==> src/rtl/execute_pkg.sv <==
// Shared execute-stage definitions: flag bit positions, condition-code
// encodings and the branch-judge output-stage states.
package execute_pkg;

  localparam int FLAG_W = 5;
  localparam int CC_W   = 4;

  localparam int FLAG_ZF = 0;
  localparam int FLAG_PF = 1;
  localparam int FLAG_CF = 2;
  localparam int FLAG_OF = 3;
  localparam int FLAG_SF = 4;

  typedef enum logic [CC_W-1:0] {
    CC_AL = 4'd0,
    CC_EQ = 4'd1,
    CC_NE = 4'd2,
    CC_MI = 4'd3,
    CC_PL = 4'd4,
    CC_VS = 4'd5,
    CC_VC = 4'd6,
    CC_CS = 4'd7,
    CC_CC = 4'd8,
    CC_HI = 4'd9,
    CC_LS = 4'd10,
    CC_GE = 4'd11,
    CC_LT = 4'd12,
    CC_GT = 4'd13,
    CC_LE = 4'd14,
    CC_PE = 4'd15
  } cc_e;

  typedef enum logic {
    ST_EMPTY = 1'b0,
    ST_FULL  = 1'b1
  } judge_state_e;

  // Mispredict is simply disagreement between the resolved and predicted direction.
  function automatic logic calc_mispredict(input logic taken, input logic pred_taken);
    return taken ^ pred_taken;
  endfunction

endpackage

==> src/rtl/execute_branch_cond_eval.sv <==
// Combinational condition-code evaluator; shared with predicated-execution logic.
module execute_branch_cond_eval
  import execute_pkg::*;
(
  input  logic [CC_W-1:0]   iCC,
  input  logic [FLAG_W-1:0] iFLAG,
  output logic              oTRUE
);

  logic zf;
  logic pf;
  logic cf;
  logic of;
  logic sf;

  assign zf = iFLAG[FLAG_ZF];
  assign pf = iFLAG[FLAG_PF];
  assign cf = iFLAG[FLAG_CF];
  assign of = iFLAG[FLAG_OF];
  assign sf = iFLAG[FLAG_SF];

  always_comb begin
    oTRUE = 1'b0;
    case (iCC)
      CC_AL: oTRUE = 1'b1;
      CC_EQ: oTRUE = zf;
      CC_NE: oTRUE = !zf;
      CC_MI: oTRUE = sf;
      CC_PL: oTRUE = !sf;
      CC_VS: oTRUE = of;
      CC_VC: oTRUE = !of;
      CC_CS: oTRUE = cf;
      CC_CC: oTRUE = !cf;
      CC_HI: oTRUE = cf && !zf;
      CC_LS: oTRUE = !cf || zf;
      CC_GE: oTRUE = (sf == of);
      CC_LT: oTRUE = (sf != of);
      CC_GT: oTRUE = !zf && (sf == of);
      CC_LE: oTRUE = zf || (sf != of);
      CC_PE: oTRUE = pf;
      default: oTRUE = 1'b0;
    endcase
  end

endmodule

==> src/rtl/execute_branch_judge.sv <==
// Branch judge: resolves a condition code against (bypassed) flags and holds
// the result in a one-entry output stage with valid/busy handshaking.
//
//   state    | meaning
//   ST_EMPTY | no result held, oNEXT_VALID low
//   ST_FULL  | result held on oNEXT_*, waiting for consumer
module execute_branch_judge
  import execute_pkg::*;
#(
  parameter int P_ADDR_W = 32,
  parameter int P_CC_W   = 4
) (
  input  logic                iCLOCK,
  input  logic                inRESET,
  input  logic                iRESET_SYNC,
  input  logic                iFLUSH,
  input  logic [FLAG_W-1:0]   iFLAG,
  input  logic                iFWD_FLAG_VALID,
  input  logic [FLAG_W-1:0]   iFWD_FLAG,
  input  logic                iPREV_VALID,
  output logic                oPREV_BUSY,
  input  logic [P_CC_W-1:0]   iPREV_CC,
  input  logic [P_ADDR_W-1:0] iPREV_TARGET,
  input  logic [P_ADDR_W-1:0] iPREV_NEXT_PC,
  input  logic                iPREV_PRED_TAKEN,
  output logic                oNEXT_VALID,
  input  logic                iNEXT_BUSY,
  output logic                oNEXT_TAKEN,
  output logic [P_ADDR_W-1:0] oNEXT_PC,
  output logic                oNEXT_MISPREDICT
);

  judge_state_e        state_q;
  judge_state_e        state_d;
  logic [FLAG_W-1:0]   flag_eff;
  logic                cond_true;
  logic                accept;
  logic                load;
  logic                taken_q;
  logic [P_ADDR_W-1:0] pc_q;
  logic                mispredict_q;

  // Flags retiring this cycle win over the architectural copy.
  assign flag_eff = iFWD_FLAG_VALID ? iFWD_FLAG : iFLAG;

  execute_branch_cond_eval u_cond_eval (
    .iCC   (iPREV_CC),
    .iFLAG (flag_eff),
    .oTRUE (cond_true)
  );

  assign oNEXT_VALID = (state_q == ST_FULL);
  assign oPREV_BUSY  = oNEXT_VALID && iNEXT_BUSY;
  assign accept      = iPREV_VALID && !oPREV_BUSY;

  always_ff @(posedge iCLOCK or negedge inRESET) begin
    if (!inRESET) begin
      state_q <= ST_EMPTY;
    end else if (iRESET_SYNC) begin
      state_q <= ST_EMPTY;
    end else begin
      state_q <= state_d;
    end
  end

  always_comb begin
    state_d = state_q;
    load    = 1'b0;
    if (iFLUSH) begin
      state_d = ST_EMPTY;
    end else if (accept) begin
      state_d = ST_FULL;
      load    = 1'b1;
    end else if ((state_q == ST_FULL) && !iNEXT_BUSY) begin
      state_d = ST_EMPTY;
    end
  end

  // Payload only moves on accept, so a stalled result never sees later flags.
  always_ff @(posedge iCLOCK or negedge inRESET) begin
    if (!inRESET) begin
      taken_q      <= 1'b0;
      pc_q         <= '0;
      mispredict_q <= 1'b0;
    end else if (iRESET_SYNC) begin
      taken_q      <= 1'b0;
      pc_q         <= '0;
      mispredict_q <= 1'b0;
    end else if (load) begin
      taken_q      <= cond_true;
      pc_q         <= cond_true ? iPREV_TARGET : iPREV_NEXT_PC;
      mispredict_q <= calc_mispredict(cond_true, iPREV_PRED_TAKEN);
    end
  end

  assign oNEXT_TAKEN      = taken_q;
  assign oNEXT_PC         = pc_q;
  assign oNEXT_MISPREDICT = mispredict_q;

endmodule

==> config.mk <==
export PLATFORM = sky130hd
export DESIGN_NAME = execute_branch_judge
export DESIGN_NICKNAME = d
export VERILOG_FILES = /design/src/rtl/execute_pkg.sv /design/src/rtl/execute_branch_cond_eval.sv /design/src/rtl/execute_branch_judge.sv
export SDC_FILE = /design/constraint.sdc
export NUM_CORES = 1
export LEC_CHECK = 0
export ABC_AREA = 1
export ABC_CLOCK_PERIOD_IN_PS = 1620
export CAP_MARGIN = 20
export CORE_ASPECT_RATIO = 0.5
export CORE_MARGIN = 3
export CORE_UTILIZATION = 40
export DETAILED_ROUTE_END_ITERATION = 10
export PLACE_DENSITY = 0.85
export SYNTH_ARGS = -nofsm -noshare
export SYNTH_HDL_FRONTEND = slang
export SYNTH_SLANG_ARGS = --single-unit
==> constraint.sdc <==
create_clock -name iCLOCK -period 1.62 [get_ports iCLOCK]
set_clock_uncertainty 0.2 [all_clocks]
set_input_delay 0.324 -clock iCLOCK [delete_from_list [all_inputs] [get_ports iCLOCK]]
set_output_delay 0.324 -clock iCLOCK [all_outputs]
set_load 0.02 [all_outputs]
# == After elaboration in Yosys (flattened, before gate mapping) ==
# Index checks and enable logic that the tools add are counted.
# totals
input_bits,86
word_cells,53
ff_bits,35
out_inout_bits,36
# classes
n_eq_ne,17
n_mux,15
n_bitwise,1
reduce_logical,16
# op_table
operator,count
$mux W32,3
$eq A4 B4 Y1 const B,8
$eq A4 B3 Y1 const B,4
$pmux W1 S16,1
$mux W1,10
$eq A4 B2 Y1 const B,2
$logic_not A1 Y1,6
$logic_and A1 B1 Y1,5
$mux W5,1
$eq A4 B1 Y1 const B,1
$logic_not A4 Y1,1
$reduce_bool A4 Y1,1
$logic_or A1 B1 Y1,2
$reduce_bool A2 Y1,1
$eq A1 B1 Y1,1
$ne A1 B1 Y1,1
$xor A1 B1 Y1,1

# == Depth between registers and ports, before layout ==
# Gate-level depths: netlist of the first run.
# depth
word_depth,7
ltp_mapped,15
mapped_depth_nobuf,13

# == By module ==
# A second synthesis of the first run with hierarchy kept.
# hier_totals
hier_cells,312
area_unflattened_um2,2192.1
# by_module_without_submodules
module,instances,cells_per_inst,seq_area_each_um2,area_per_inst_um2
execute_branch_judge,1,273,875.8,2021.9
execute_branch_cond_eval,1,39,0.0,170.2

# == Least setup slack after synthesis of the first run ==
# No wires, ideal clock.
# synth_timing
kind,input to register
startpoint,in iFWD_FLAG_VALID
endpoint,reg pc_q[13] (netlist: oNEXT_PC[13])
n_path_buf,2
stages,14
t_required_ns,1.303
path_slack_ns,-0.107
arrival_time_ns,1.410
setup_time_ns,0.117
path_cell_list,buf_6 > inv_8 > nand2_1 > nand2_2 > nand2_2 > nand3_2 > nand2_1 > a21oi_4 > nand2_4 > nand2_8 > buf_6 > nand2_1 > nand3_1 > nand2_1
# synth_between
elab_chain_len,7
elab_cells_between_ends,15
classes_between,2 x eq/ne; 5 x mux; 8 x reduce/logical
# synth_rtl
item,line_no,rtl
"start, declared",execute_branch_judge.sv:18,"input logic iFWD_FLAG_VALID,"
$mux W5 *,execute_branch_judge.sv:44,assign flag_eff = iFWD_FLAG_VALID ? iFWD_FLAG : iFLAG;
$ne A1 B1 Y1 (tied with other cells),"execute_branch_cond_eval.sv:37, execute_branch_cond_eval.sv:39",
$logic_or A1 B1 Y1 (tied with other cells),execute_branch_cond_eval.sv:39,CC_LE: oTRUE = zf || (sf != of);
$pmux W1 S16 *,execute_branch_cond_eval.sv:24,case (iCC)
$mux W32 *,execute_branch_judge.sv:91,pc_q <= cond_true ? iPREV_TARGET : iPREV_NEXT_PC;
$mux W32 *,execute_branch_judge.sv:89,end else if (load) begin
$mux W32 *,execute_branch_judge.sv:85,end else if (iRESET_SYNC) begin
"end signal, assigned",execute_branch_judge.sv:91,
"end, declared",execute_branch_judge.sv:40,logic [P_ADDR_W-1:0] pc_q;
# Every way passes the cells marked *; elsewhere a longest branch is shown, timed or not. The select of a mux whose other input is x is not followed.
# A chain may end at the register's enable or synchronous reset.

# == Final worst setup path of the first run ==
# layout_timing
startpoint,in iFLAG[2]
endpoint,reg pc_q[16] (netlist: oNEXT_PC[16])
# layout_between
elab_chain_len,7
elab_cells_between_ends,8
classes_between,5 x mux; 3 x reduce/logical
# layout_rtl
item,line_no,rtl
"start, declared",execute_branch_judge.sv:17,"input logic [FLAG_W-1:0] iFLAG,"
$mux W5 *,execute_branch_judge.sv:44,
$logic_not A1 Y1,"execute_branch_cond_eval.sv:33, execute_branch_cond_eval.sv:35",
$logic_or A1 B1 Y1,execute_branch_cond_eval.sv:35,CC_LS: oTRUE = !cf || zf;
$pmux W1 S16 *,execute_branch_cond_eval.sv:24,
$mux W32 *,execute_branch_judge.sv:91,
$mux W32 *,execute_branch_judge.sv:89,
$mux W32 *,execute_branch_judge.sv:85,
# Marked as above.

==> results of run 1 <==
-- timing repair --
item / 4_1_cts / 5_1_grt
endpoints found under the setup margin: 70 / 35
resized for setup: 164 / 62
hold endpoints to repair: 35 / 0
gates cloned: 9 / 0
pin swaps: 51 / 33
setup buffers: 15 / 3
hold buffers: 1 / 0
-- sequential cells by signal, indices dropped and copies added, names as in the netlist --
register	count
oNEXT_MISPREDICT	1
oNEXT_PC	32
oNEXT_VALID	1
oNEXT_TAKEN	1
-- through the flow --
| step | total power, mW | setup TNS (ns) | worst slack (ns) | cell area, sq um |
|---|---|---|---|---|
| after floorplan | 1.44 | -2.23 | -0.0804 | 2400 |
| after CTS | 3.03 | -0.418 | -0.0423 | 4430 |
| final | 3.29 | -5.46 | -0.238 | 4690 |
| after global routing | 3.36 | -7.46 | -0.270 | 4690 |
| after detailed placement | 1.87 | -25.40 | -0.774 | 3750 |
| after global placement | 1.85 | -24.03 | -0.716 | 3750 |
-- cell families (layout without fill, tap and decap cells) --
group / after synthesis / in the layout / synth area share
flip-flops: 35 / 35 / 0.376
buffers and inverters: 95 / 245 / 0.183
AND/OR/NAND/NOR: 217 / 222 / 0.420
AO/OA/AOI/OAI: 7 / 7 / 0.0215
-- worst register-to-register path: stages (launching register included) --
cell     delay [ns]
dfrtp_1        0.39
nand2_1        0.13
buf_4          0.15
nand3_1        0.12
inv_1          0.23
buf_12         0.22
nand3_1        0.11
nand2_1        0.09
-- synth_stat cells --
library cell / instances
dfrtp_1: 35
buf_2: 8
nand2_4: 2
o211ai_1: 1
buf_6: 2
nor2_1: 4
clkbuf_1: 3
a21oi_1: 1
nand3b_1: 1
nand4_1: 1
a31oi_1: 1
buf_12: 2
buf_4: 1
nand2_1: 124
nand2_2: 10
nand3_2: 2
inv_2: 1
a21oi_4: 1
inv_8: 1
inv_1: 77
o21ai_0: 2
o21ai_1: 1
nand2_8: 1
nand3_1: 72
-- worst paths after layout --
kind	startpoint	to	slack, ns	cells past startpoint
min in group asynchronous	inRESET	oNEXT_PC[13]	0.45	3
hold reg to reg	oNEXT_PC[11]	oNEXT_PC[11]	0.28	2
hold / removal	oNEXT_PC[11]	oNEXT_PC[11]	0.28	2
setup reg to reg	oNEXT_VALID	oNEXT_PC[6]	-0.09	7
setup / recovery	iFLAG[2]	oNEXT_PC[16]	-0.24	13
max in group asynchronous	inRESET	oNEXT_PC[2]	0.42	3
-- power by group --
part / internal, mW / switching [mW] / leakage, nW / total, mW
combinational: 0.596 / 0.754 / 2.05 / 1.35
sequential: 0.932 / 0.0415 / 0.474 / 0.974
clock: 0.570 / 0.392 / 0.0679 / 0.962
total: 2.10 / 1.19 / 2.59 / 3.29
-- final cells by class --
class	count	area [sq um]	share of cell area
Clock buffer	7	133	0.0283
Sequential cell	35	876	0.187
Timing Repair Buffer	158	1640	0.349
Tap cell	70	87.6	0.0187
Multi-Input combinational cell	229	1640	0.350
Inverter	79	309	0.0659
Clock inverter	1	5.00	0.00107
-- per-layer routing --
layer	track usage	up-vias	routed length, um
met5	0.0222	-	0
met4	0.190	0	788
met3	0.0859	87	1220
met2	0.577	320	6230
met1	0.394	1609	4880
li1	-	1389	-
==> impl_metrics.env, run 1 <==
export IMPL_grt_pass1_wl_mm=17.4
export IMPL_fin_nets=594
export IMPL_hp_class="reg -> reg"
export IMPL_rsz0062_at_grt="true"
export IMPL_root_buffer="clkbuf_16"
export IMPL_synthCells=354
export IMPL_fin_ws_ns=-0.238
export IMPL_routedWlPerCell_um=22.7
export IMPL_slowest_stage="a21oi_4"
export IMPL_avgViaCountPerCell=5.88
export IMPL_layout_worst_path_cycle_share=1.15
export IMPL_gr_total_overflow=0
export IMPL_cpMostUsedCell="nand2_1"
export IMPL_clock_sinks=35
export IMPL_min_period_ns=1.86
export IMPL_gp_congestion=0.891
export IMPL_yosysTopAreaCell="dfrtp_1"
export IMPL_crit_chain="clkdlybuf4s15_1, nand2_1, nand2_1, nand2_1, nand2_1, nand2_2, a21oi_4, nand2_8, buf_12, nand2_8, nand2_2, nand3_2, nand2_1"
export IMPL_firstDrtPassIters=7
export IMPL_violations="negative setup slack"
export IMPL_worstSkewPairLatency_ns=0.28
export IMPL_port_buffers=121
export IMPL_synth_top_area_frac=0.376
export IMPL_fp_dieH_um=60.0
export IMPL_fin_cells=579
export IMPL_wl_mm=13.1
export IMPL_drtIter0Drc=321
export IMPL_power_density_nw_per_um2=701
export IMPL_start_util=0.442
export IMPL_grt_usage=0.337
export IMPL_postRouteAntennaNets=0
export IMPL_fp_coreArea_sq_um=5270
export IMPL_row_count=18
export IMPL_fmax_ghz=0.538
export IMPL_peakVddDrop_uv=463
export IMPL_slowest_delay_ns=0.20
export IMPL_syn_avg_cell_area_sq_um=6.58
export IMPL_n_antenna_cell=0
export IMPL_vias=3405
export IMPL_dp_hpwl_mm=5.47
export IMPL_status="finished, violations left"
export IMPL_grt_max_degree=36
export IMPL_critPathTopFamily="simple AND/OR/NAND/NOR gates"
export IMPL_antenna_found_initial=0
export IMPL_drc=0
export IMPL_critPathKind="in -> reg"
export IMPL_synthTopCellsByArea="dfrtp_1, nand2_1, nand3_1, inv_1, nand2_2"
export IMPL_cp_start_kind="input pin"
export IMPL_htreeDepth=2
export IMPL_drive_gt1_frac=0.356
export IMPL_cts_tree="built"
export IMPL_clock_path_buffers=2
export IMPL_synth_seq_cells=35
export IMPL_synth_cell_types=24
export IMPL_tightest_slew_ns=0.499
export IMPL_p_leak_nw=2.59
export IMPL_slew_headroom=0.667
export IMPL_path_max_fanout=8
export IMPL_n_fill_cell=230
export IMPL_setup_viol=34
export IMPL_layout_commonest_cell="nand2_1"
export IMPL_die_area_sq_um=6840
export IMPL_area_growth_pct=101
export IMPL_grt_pass1_vias=3285
export IMPL_slew_violations=0
export IMPL_synth_nets=440
export IMPL_path_clk_slew_ns=0.05
export IMPL_cts_buffers_inserted=5
export IMPL_die_w_um=114
export IMPL_arrival_ns=1.82
export IMPL_required_ns=1.58
export IMPL_yosys_warnings=0
export IMPL_final_util=0.890
export IMPL_hold_viol=0
export IMPL_synth_area_sq_um=2330
export IMPL_post_place_cells=546
export IMPL_ys_seq_area_frac=0.376
export IMPL_worstSetupEndpointType="flop"
export IMPL_drv_cap=0
export IMPL_hold_slack_ns=0.279
export IMPL_critPathBufInv=2
export IMPL_io_pin_count=122
export IMPL_final_cell_mix="nand2_1, inv_1, clkdlybuf4s50_1, nand3_2"
(Power assumes the default switching activity.)
==> run 2, diff against run 1 <==
SLEW_MARGIN = 20   (was not set)
==> results of run 2 <==
The final DEF is identical to that of run 1; final timing and power are the same.
==> run 3, diff against run 2 <==
CAP_MARGIN = not set   (was 20)
CORE_UTILIZATION = 60   (was 40)
DONT_BUFFER_PORTS = 1   (was not set)
PLACE_DENSITY = 0.8   (was 0.85)
SLEW_MARGIN = not set   (was 20)
==> impl_metrics.env, run 3 (synthesis gave the netlist of run 1 again) <==
export IMPL_routedWlPerCell_um=14.4
export IMPL_combPwrFrac=0.231
export IMPL_grt_usage=0.251
export IMPL_switching_power_mw=0.737
export IMPL_layout_commonest_cell="nand2_1"
export IMPL_hold_slack_ns=0.00680
export IMPL_fin_cells=410
export IMPL_final_cell_mix="nand2_1, inv_1, nand3_1, dfrtp_1, nand2_2"
export IMPL_fp_dieH_um=50.1
export IMPL_worstSetupEndpointType="flop"
export IMPL_peakVddDrop_uv=368
export IMPL_fin_ws_ns=0.0841
export IMPL_die_w_um=94.1
export IMPL_io_pin_count=122
export IMPL_postRouteAntennaNets=0
export IMPL_status="completed"
export IMPL_path_max_fanout=15
export IMPL_n_antenna_cell=0
export IMPL_cts_tree="built"
export IMPL_path_clk_slew_ns=0.08
export IMPL_wl_mm=5.89
export IMPL_setup_viol=0
export IMPL_clock_sinks=35
export IMPL_drive_gt1_frac=0.148
export IMPL_avgViaCountPerCell=5.35
export IMPL_hp_class="in -> reg"
export IMPL_fp_coreArea_sq_um=3580
export IMPL_drtIter0Drc=136
export IMPL_min_period_ns=1.54
export IMPL_arrival_ns=1.56
export IMPL_critPathKind="in -> reg"
export IMPL_slew_violations=0
export IMPL_dp_hpwl_mm=4.19
export IMPL_final_util=0.731
export IMPL_antenna_found_initial=0
export IMPL_grt_pass1_vias=2026
export IMPL_firstDrtPassIters=5
export IMPL_vias=2192
export IMPL_fmax_ghz=0.651
export IMPL_fin_area_sq_um=2620
export IMPL_clockPowerShare=0.283
export IMPL_p_int_mw=1.42
export IMPL_grt_max_degree=36
export IMPL_drc=0
export IMPL_worstSkewPairLatency_ns=0.28
export IMPL_drv_cap=0
export IMPL_post_place_cells=397
export IMPL_rsz0062_at_grt="false"
export IMPL_area_growth_pct=12.5
export IMPL_cp_start_kind="input pin"
export IMPL_cts_buffers_inserted=5
export IMPL_place_area_sq_um=2450
export IMPL_port_buffers=0
export IMPL_die_area_sq_um=4710
export IMPL_slew_headroom=0.791
export IMPL_hold_viol=0
export IMPL_p_leak_nw=1.62
export IMPL_dp_slack_ns=-0.155
export IMPL_seqPwrFrac=0.486
export IMPL_root_buffer="clkbuf_8"
export IMPL_clock_path_buffers=2
export IMPL_required_ns=1.64
export IMPL_htreeDepth=2
export IMPL_start_util=0.650
export IMPL_p_sw_frac=0.342
export IMPL_grt_pass1_wl_mm=9.32
export IMPL_power_density_nw_per_um2=822
export IMPL_largest_register_ffs=32
export IMPL_layout_worst_path_cycle_share=0.948
export IMPL_tightest_slew_ns=0.311
export IMPL_fin_nets=444
export IMPL_row_count=15
export IMPL_gr_total_overflow=0
export IMPL_gp_congestion=0.856
==> run 3: cell count changes in the layout (fill, tap and decap cells not counted), moves of 5 or more <==
| cell | previous run | this run |
|---|---|---|
| clkdlybuf4s50_1 | 69 | 0 |
| nand3_1 | 13 | 67 |
| nand3_2 | 56 | 7 |
| dlygate4sd2_1 | 39 | 0 |
| nand2_1 | 85 | 113 |
| nand2_2 | 39 | 21 |
| buf_4 | 13 | 2 |
| buf_6 | 9 | 0 |
| nand2_4 | 11 | 2 |
| buf_2 | 7 | 0 |
| clkbuf_16 | 5 | 0 |
| clkbuf_8 | 0 | 5 |
| nand2_8 | 7 | 2 |
| nand3_4 | 5 | 0 |
==> run 3: repair_timing <==
| action | 4_1_cts | 5_1_grt |
|---|---|---|
| endpoints found under the hold margin | 36 | 0 |
| setup endpoints to repair | 0 | 16 |
| setup buffers | 0 | 0 |
| gates resized for setup | 0 | 6 |
| hold buffers | 4 | 0 |
==> run 3: power by group through the flow <==
stage	registers, mW	clock network, mW	logic (mW)
after floorplan	1.05	0	0.390
after global placement	1.06	0	0.430
after detailed placement	1.06	0	0.448
after CTS	1.05	0.620	0.477
after global routing	1.06	0.661	0.562
final	1.05	0.609	0.498
==> run 3: layer usage <==
| metal | up-vias | wire length [um] | track usage |
|---|---|---|---|
| li1 | 1070 | - | - |
| met1 | 997 | 2520 | 0.326 |
| met5 | - | 0 | 0 |
| met4 | 0 | 52 | 0.0624 |
| met2 | 119 | 2750 | 0.411 |
| met3 | 6 | 570 | 0.0777 |
==> run 3: path summary, 6_finish.rpt <==
check	from	end	slack, ns	cells after the start
max	iFLUSH	oNEXT_PC[5]	0.08	7
max in group asynchronous	inRESET	oNEXT_PC[29]	0.74	2
min in group asynchronous	inRESET	oNEXT_PC[5]	0.28	2
max reg2reg	oNEXT_VALID	oNEXT_PC[5]	0.25	6
min	iRESET_SYNC	oNEXT_VALID	0.007	3
min reg2reg	oNEXT_PC[12]	oNEXT_PC[12]	0.42	2
==> run 3: final cells by class <==
class	count	area, sq um
Clock buffer	7	76.3
Clock inverter	1	5.00
Fill cell	279	963
Inverter	79	304
Multi-Input combinational cell	225	1110
Sequential cell	35	876
Tap cell	51	63.8
Timing Repair Buffer	12	185
==> run 3: worst max-delay path, cell delays in order <==
cell,delay [ns]
dlygate4sd3_1,0.55
nor2_2,0.09
nand3_1,0.13
inv_2,0.13
buf_12,0.15
nand3_2,0.09
nand2_1,0.09
==> run 3: stage by stage <==
step,setup TNS (ns),power (mW)
2_1_floorplan,-2.23,1.44
3_3_place_gp,-1.60,1.49
3_5_place_dp,-3.58,1.51
4_1_cts,0,2.15
5_1_grt,0,2.28
6_report,0,2.15
